===== src/rtl/mode_select.sv =====
// Two-button mode stepper: synchronize, debounce, press/auto-repeat, wrap-around mode.
// Mode updates DB_LIMIT+3 edges after a clean raw press; lock discards steps, counters keep running.
module mode_select #(
   parameter int DB_LIMIT      = 20,
   parameter int REPEAT_CYCLES = 1000,
   parameter int NUM_MODES     = 3
) (
   input  logic       clk,
   input  logic       rst,
   input  logic       btn_next,
   input  logic       btn_prev,
   input  logic       lock,
   output logic [1:0] mode,
   output logic       mode_changed
);

   localparam logic [7:0]  DB_LAST   = 8'(DB_LIMIT - 1);
   localparam logic [15:0] RPT_LAST  = 16'(REPEAT_CYCLES - 1);
   localparam logic [1:0]  MODE_LAST = 2'(NUM_MODES - 1);

   // Index 0 is btn_next, index 1 is btn_prev.
   logic [1:0]  raw;
   logic [1:0]  sync1;
   logic [1:0]  sync2;
   logic [1:0]  db;
   logic [1:0]  db_q;
   logic [7:0]  db_cnt  [2];
   logic [15:0] rep_cnt [2];
   logic [1:0]  press;
   logic [1:0]  rep_evt;
   logic        any_press;
   logic        next_evt;
   logic        prev_evt;
   logic [1:0]  mode_nx;
   logic        step;

   assign raw = {btn_prev, btn_next};

   always_comb begin
      for (int i = 0; i < 2; i++) begin
         press[i]   = db[i] & ~db_q[i];
         rep_evt[i] = db[i] & db_q[i] & (rep_cnt[i] == RPT_LAST);
      end
   end

   assign any_press = |press;
   assign next_evt  = press[0] | rep_evt[0];
   assign prev_evt  = press[1] | rep_evt[1];

   always_ff @(posedge clk or posedge rst) begin
      if (rst) begin
         sync1 <= '0;
         sync2 <= '0;
         db    <= '0;
         db_q  <= '0;
         for (int i = 0; i < 2; i++) begin
            db_cnt[i]  <= '0;
            rep_cnt[i] <= '0;
         end
      end else begin
         sync1 <= raw;
         sync2 <= sync1;
         db_q  <= db;
         for (int i = 0; i < 2; i++) begin
            if (sync2[i] == db[i]) begin
               db_cnt[i] <= '0;
            end else if (db_cnt[i] == DB_LAST) begin
               db[i]     <= sync2[i];
               db_cnt[i] <= '0;
            end else begin
               db_cnt[i] <= db_cnt[i] + 8'd1;
            end
            // Either button's press restarts both repeat timers so they stay phase-aligned.
            if (!db[i] || any_press || rep_evt[i])
               rep_cnt[i] <= '0;
            else
               rep_cnt[i] <= rep_cnt[i] + 16'd1;
         end
      end
   end

   always_comb begin
      mode_nx = mode;
      step    = 1'b0;
      if (!lock && (next_evt != prev_evt)) begin
         step = 1'b1;
         if (next_evt)
            mode_nx = (mode == MODE_LAST) ? 2'd0 : mode + 2'd1;
         else
            mode_nx = (mode == 2'd0) ? MODE_LAST : mode - 2'd1;
      end
   end

   always_ff @(posedge clk or posedge rst) begin
      if (rst) begin
         mode         <= 2'd0;
         mode_changed <= 1'b0;
      end else begin
         mode         <= mode_nx;
         mode_changed <= step;
      end
   end

endmodule


===== config.mk =====
export PLATFORM = sky130hd
export DESIGN_NAME = mode_select
export DESIGN_NICKNAME = d
export VERILOG_FILES = /design/src/rtl/mode_select.sv
export SDC_FILE = /design/constraint.sdc
export NUM_CORES = 1
export LEC_CHECK = 0
export BUFFER_PORTS_ARGS = -buffer_cell sky130_fd_sc_hd__buf_4
export CORE_ASPECT_RATIO = 1.25
export CORE_UTILIZATION = 34
export CTS_CLUSTER_SIZE = 40
export DETAILED_ROUTE_END_ITERATION = 8
export HOLD_SLACK_MARGIN = 0.1
export SLEW_MARGIN = 20
export SYNTH_ARGS = -nofsm -noshare
export SYNTH_HDL_FRONTEND = slang
export SYNTH_SLANG_ARGS = --single-unit

===== constraint.sdc =====
create_clock -name clk -period 4.1 [get_ports clk]
set_input_delay 0 -clock clk [delete_from_list [all_inputs] [get_ports clk]]
set_output_delay 0 -clock clk [all_outputs]
set_load 0.005 [all_outputs]

==> results.json <==
{
  "overflow": 0,
  "ys_types": 32,
  "via_per_inst": 4.91,
  "cts_num_sinks": 59,
  "dp_hpwl_mm": 2.99,
  "nets": 288,
  "die_y_um": 102,
  "drtIter0Drc": 101,
  "cts_tree": "done",
  "cts-htree-levels": 3,
  "fillCellCount": 757,
  "detail-route-antenna-nets": 0,
  "synthSimpleGateAreaFrac_pct": 24.0,
  "tightest_slew_ns": 0.756,
  "area_growth_pct": 13.5,
  "p_leak_nw": 1.29,
  "regArea_um2": 1480,
  "yosysWarnings": 0,
  "clk_path_buf_depth": 2,
  "row_count": 35,
  "antenna_found_initial": 0,
  "synth_compound_area_share_pct": 3.06,
  "pwr-share-comb_pct": 3.3,
  "crit_type": "flip-flop to flip-flop",
  "portBuffers": 7,
  "cts.clk_slew.worst_paths_ns": 0.06,
  "status": "complete, no violations",
  "maxSlewHeadroom_pct": 49.6,
  "layout-drive-gt1-share_pct": 10.0,
  "syn_area_per_cell_um2": 10.6,
  "first_global_vias": 1805,
  "synth_top_family_by_area": "simple AND/OR/NAND/NOR gates",
  "syn-num-nets": 267,
  "p_seq_share_pct": 55.3,
  "place_area_um2": 2860,
  "ys_seq_elements": 59,
  "wl_mm": 4.58,
  "p_sw_share_pct": 22.7,
  "initial_core_util_pct": 35.8,
  "arrival_ns": 2.27,
  "switching_power_mw": 0.245,
  "required_ns": 4.30,
  "multi_input_area_um2": 1190,
  "crit_fanout": 16,
  "core_um2": 7530,
  "cts_buffers": 9,
  "hold_class": "input pin to flip-flop",
  "syn_inst": 255,
  "io_pins": 8,
  "drt_pass1_iterations": 4,
  "seq_area_frac_synth_pct": 54.8,
  "vias": 1827,
  "grt_pass1_wl_mm": 8.04,
  "root_buffer": "clkbuf_8",
  "mostFrequentLayoutCell": "dfrtp_1",
  "die_w_um": 81.6,
  "synthMuxAreaShare_pct": 0.836,
  "final_cell_mix": "59 x dfrtp_1, 53 x nor2_1, 26 x xor2_1, 18 x nand2_1, 16 x nand3_1",
  "startpoint_type": "flip-flop",
  "die-area_um2": 8290,
  "peakVddDrop_uv": 182,
  "place_congestion": 0.734,
  "clock_skew_ns": 0.00576,
  "finalCritPeriodShare_pct": 50.6,
  "internal_power_mw": 0.834,
  "powerDensity_nw_per_um2": 353,
  "fmax_mhz": 482,
  "antenna_cells": 0,
  "timing.max_cap.violations": 0,
  "drc_errors": 0,
  "hold_violations": 0,
  "holdWs_ns": 0.311,
  "cp-end-kind": "flip-flop",
  "setup_viol": 0,
  "crit_chain": "nor4bb_1 > nand2_1 > or4_1 > nand4_1 > nor2_1",
  "syn_area_um2": 2700,
  "clkPwrFrac_pct": 41.4,
  "grt_max_degree": 60,
  "grt_use_total_pct": 13.2,
  "synth-adder-area-share_pct": 3.25,
  "fin_crit_ns": 2.07,
  "rsz0062_at_grt": "false",
  "worstSkewPairLatency_ns": 0.34,
  "routedWlPerCell_um": 12.3,
  "cp_slowest_stage_delay_ns": 0.53,
  "cts_setup_buffers": 0,
  "fin_setup_tns_ns": 0,
  "design_area_um2": 3060,
  "cpMaxStageDelayCell": "or4_1",
  "slew_violations": 0,
  "synth_xor_area_share_pct": 13.0
}
[through the flow]
| stage | cells | setup slack, ns | power [mW] | util [%] |
|---|---|---|---|---|
| floorplan | 255 | 2.23 | 0.627 | - |
| global placement | 353 | 2.08 | 0.640 | 38.0 |
| detailed placement | 353 | 2.03 | 0.641 | 38.0 |
| CTS | 372 | 2.02 | 1.10 | 40.6 |
| global route | 372 | 1.83 | 1.13 | 40.6 |
| finish | 372 | 2.03 | 1.08 | 40.6 |
[power groups by stage]
stage,combinational (mW),sequential (mW),clock [mW]
detailed placement,0.0333,0.607,0
finish,0.0352,0.597,0.447
global placement,0.0329,0.607,0
CTS,0.0368,0.597,0.463
floorplan,0.0214,0.606,0
global route,0.0411,0.597,0.489
[critical path: cells and delay by family, from the launching register on]
kind,cells,cell delay (ns)
flops,1,0.43
simple gates,5,1.51
[state kept, by name, indices dropped and copies added (netlist names)]
register	count
mode	2
sync2	2
db_q	2
mode_changed	1
sync1	2
rep_cnt	32
db	2
db_cnt	16
[cells by family (layout without fill, tap and decap cells)]
group | after synthesis | count (layout)
flops | 59 | 59
simple gates | 129 | 129
buf+inv | 7 | 32
mux | 2 | 2
xor+xnor | 40 | 40
compound gates | 11 | 11
fa+ha+maj | 7 | 7
[path summary, 6_finish.rpt]
check                      cells past startpoint  slack, ns                    to                  start
setup reg to reg                               5       2.03  rep_cnt[5]$_DFF_PP0_  rep_cnt[10]$_DFF_PP0_
hold / removal                                 2       0.31    sync1[0]$_DFF_PP0_               btn_next
min in group asynchronous                      4       0.43   db_cnt[3]$_DFF_PP0_                    rst
setup / recovery                               5       2.03  rep_cnt[5]$_DFF_PP0_  rep_cnt[10]$_DFF_PP0_
hold reg to reg                                0       0.34    sync2[0]$_DFF_PP0_     sync1[0]$_DFF_PP0_
max in group asynchronous                      4       3.15     db[1]$_DFFE_PP0P_                    rst
[routing by layer]
| layer | wire [µm] | vias up | global-route usage [%] |
|---|---|---|---|
| li1 | - | 914 | - |
| met1 | 2130 | 881 | 15.7 |
| met2 | 2200 | 20 | 20.3 |
| met3 | 114 | 12 | 4.05 |
| met4 | 133 | 0 | 8.91 |
| met5 | 0 | - | 0 |
[area by class of cell]
| cell class | count | area share (%) |
|---|---|---|
| inverters | 5 | 0.613 |
| flip-flops and latches | 59 | 48.3 |
| well taps | 92 | 3.76 |
| repair buffers | 12 | 3.27 |
| clock inverters | 3 | 0.491 |
| clock buffers | 12 | 4.74 |
| multi-input cells | 189 | 38.9 |
[cells in the mapped netlist]
library cell / count / share of area, %
o22a_1: 3 / 0.98
mux2_2: 2 / 0.84
o31ai_1: 1 / 0.28
and2_1: 5 / 1.2
nor3_1: 3 / 0.56
nor4_4: 1 / 0.79
and4_1: 1 / 0.33
nand3_1: 16 / 3.0
nand4_1: 12 / 2.8
a21oi_2: 1 / 0.33
a2bb2oi_1: 1 / 0.33
o21ai_0: 2 / 0.37
ha_1: 7 / 3.2
or3_1: 2 / 0.46
nor4_1: 2 / 0.46
or4_1: 1 / 0.28
clkbuf_1: 1 / 0.14
buf_4: 1 / 0.28
nand4b_1: 3 / 0.98
and3_1: 6 / 1.4
or2_1: 1 / 0.23
a21oi_1: 2 / 0.37
xnor2_1: 14 / 4.5
nor4bb_1: 1 / 0.37
dfrtp_1: 59 / 55
nor4b_1: 2 / 0.65
xor2_1: 26 / 8.4
inv_1: 5 / 0.70
o41a_1: 1 / 0.42
nand2_1: 18 / 2.5
nor2_1: 53 / 7.4
or2b_2: 2 / 0.65
[what timing repair did]
action	in CTS	in global routing
hold endpoints to repair	64	0
endpoints found under the setup margin	0	0
hold buffers	4	0
resized for setup	0	0
No activity file was read; power rests on OpenSTA's default activity.
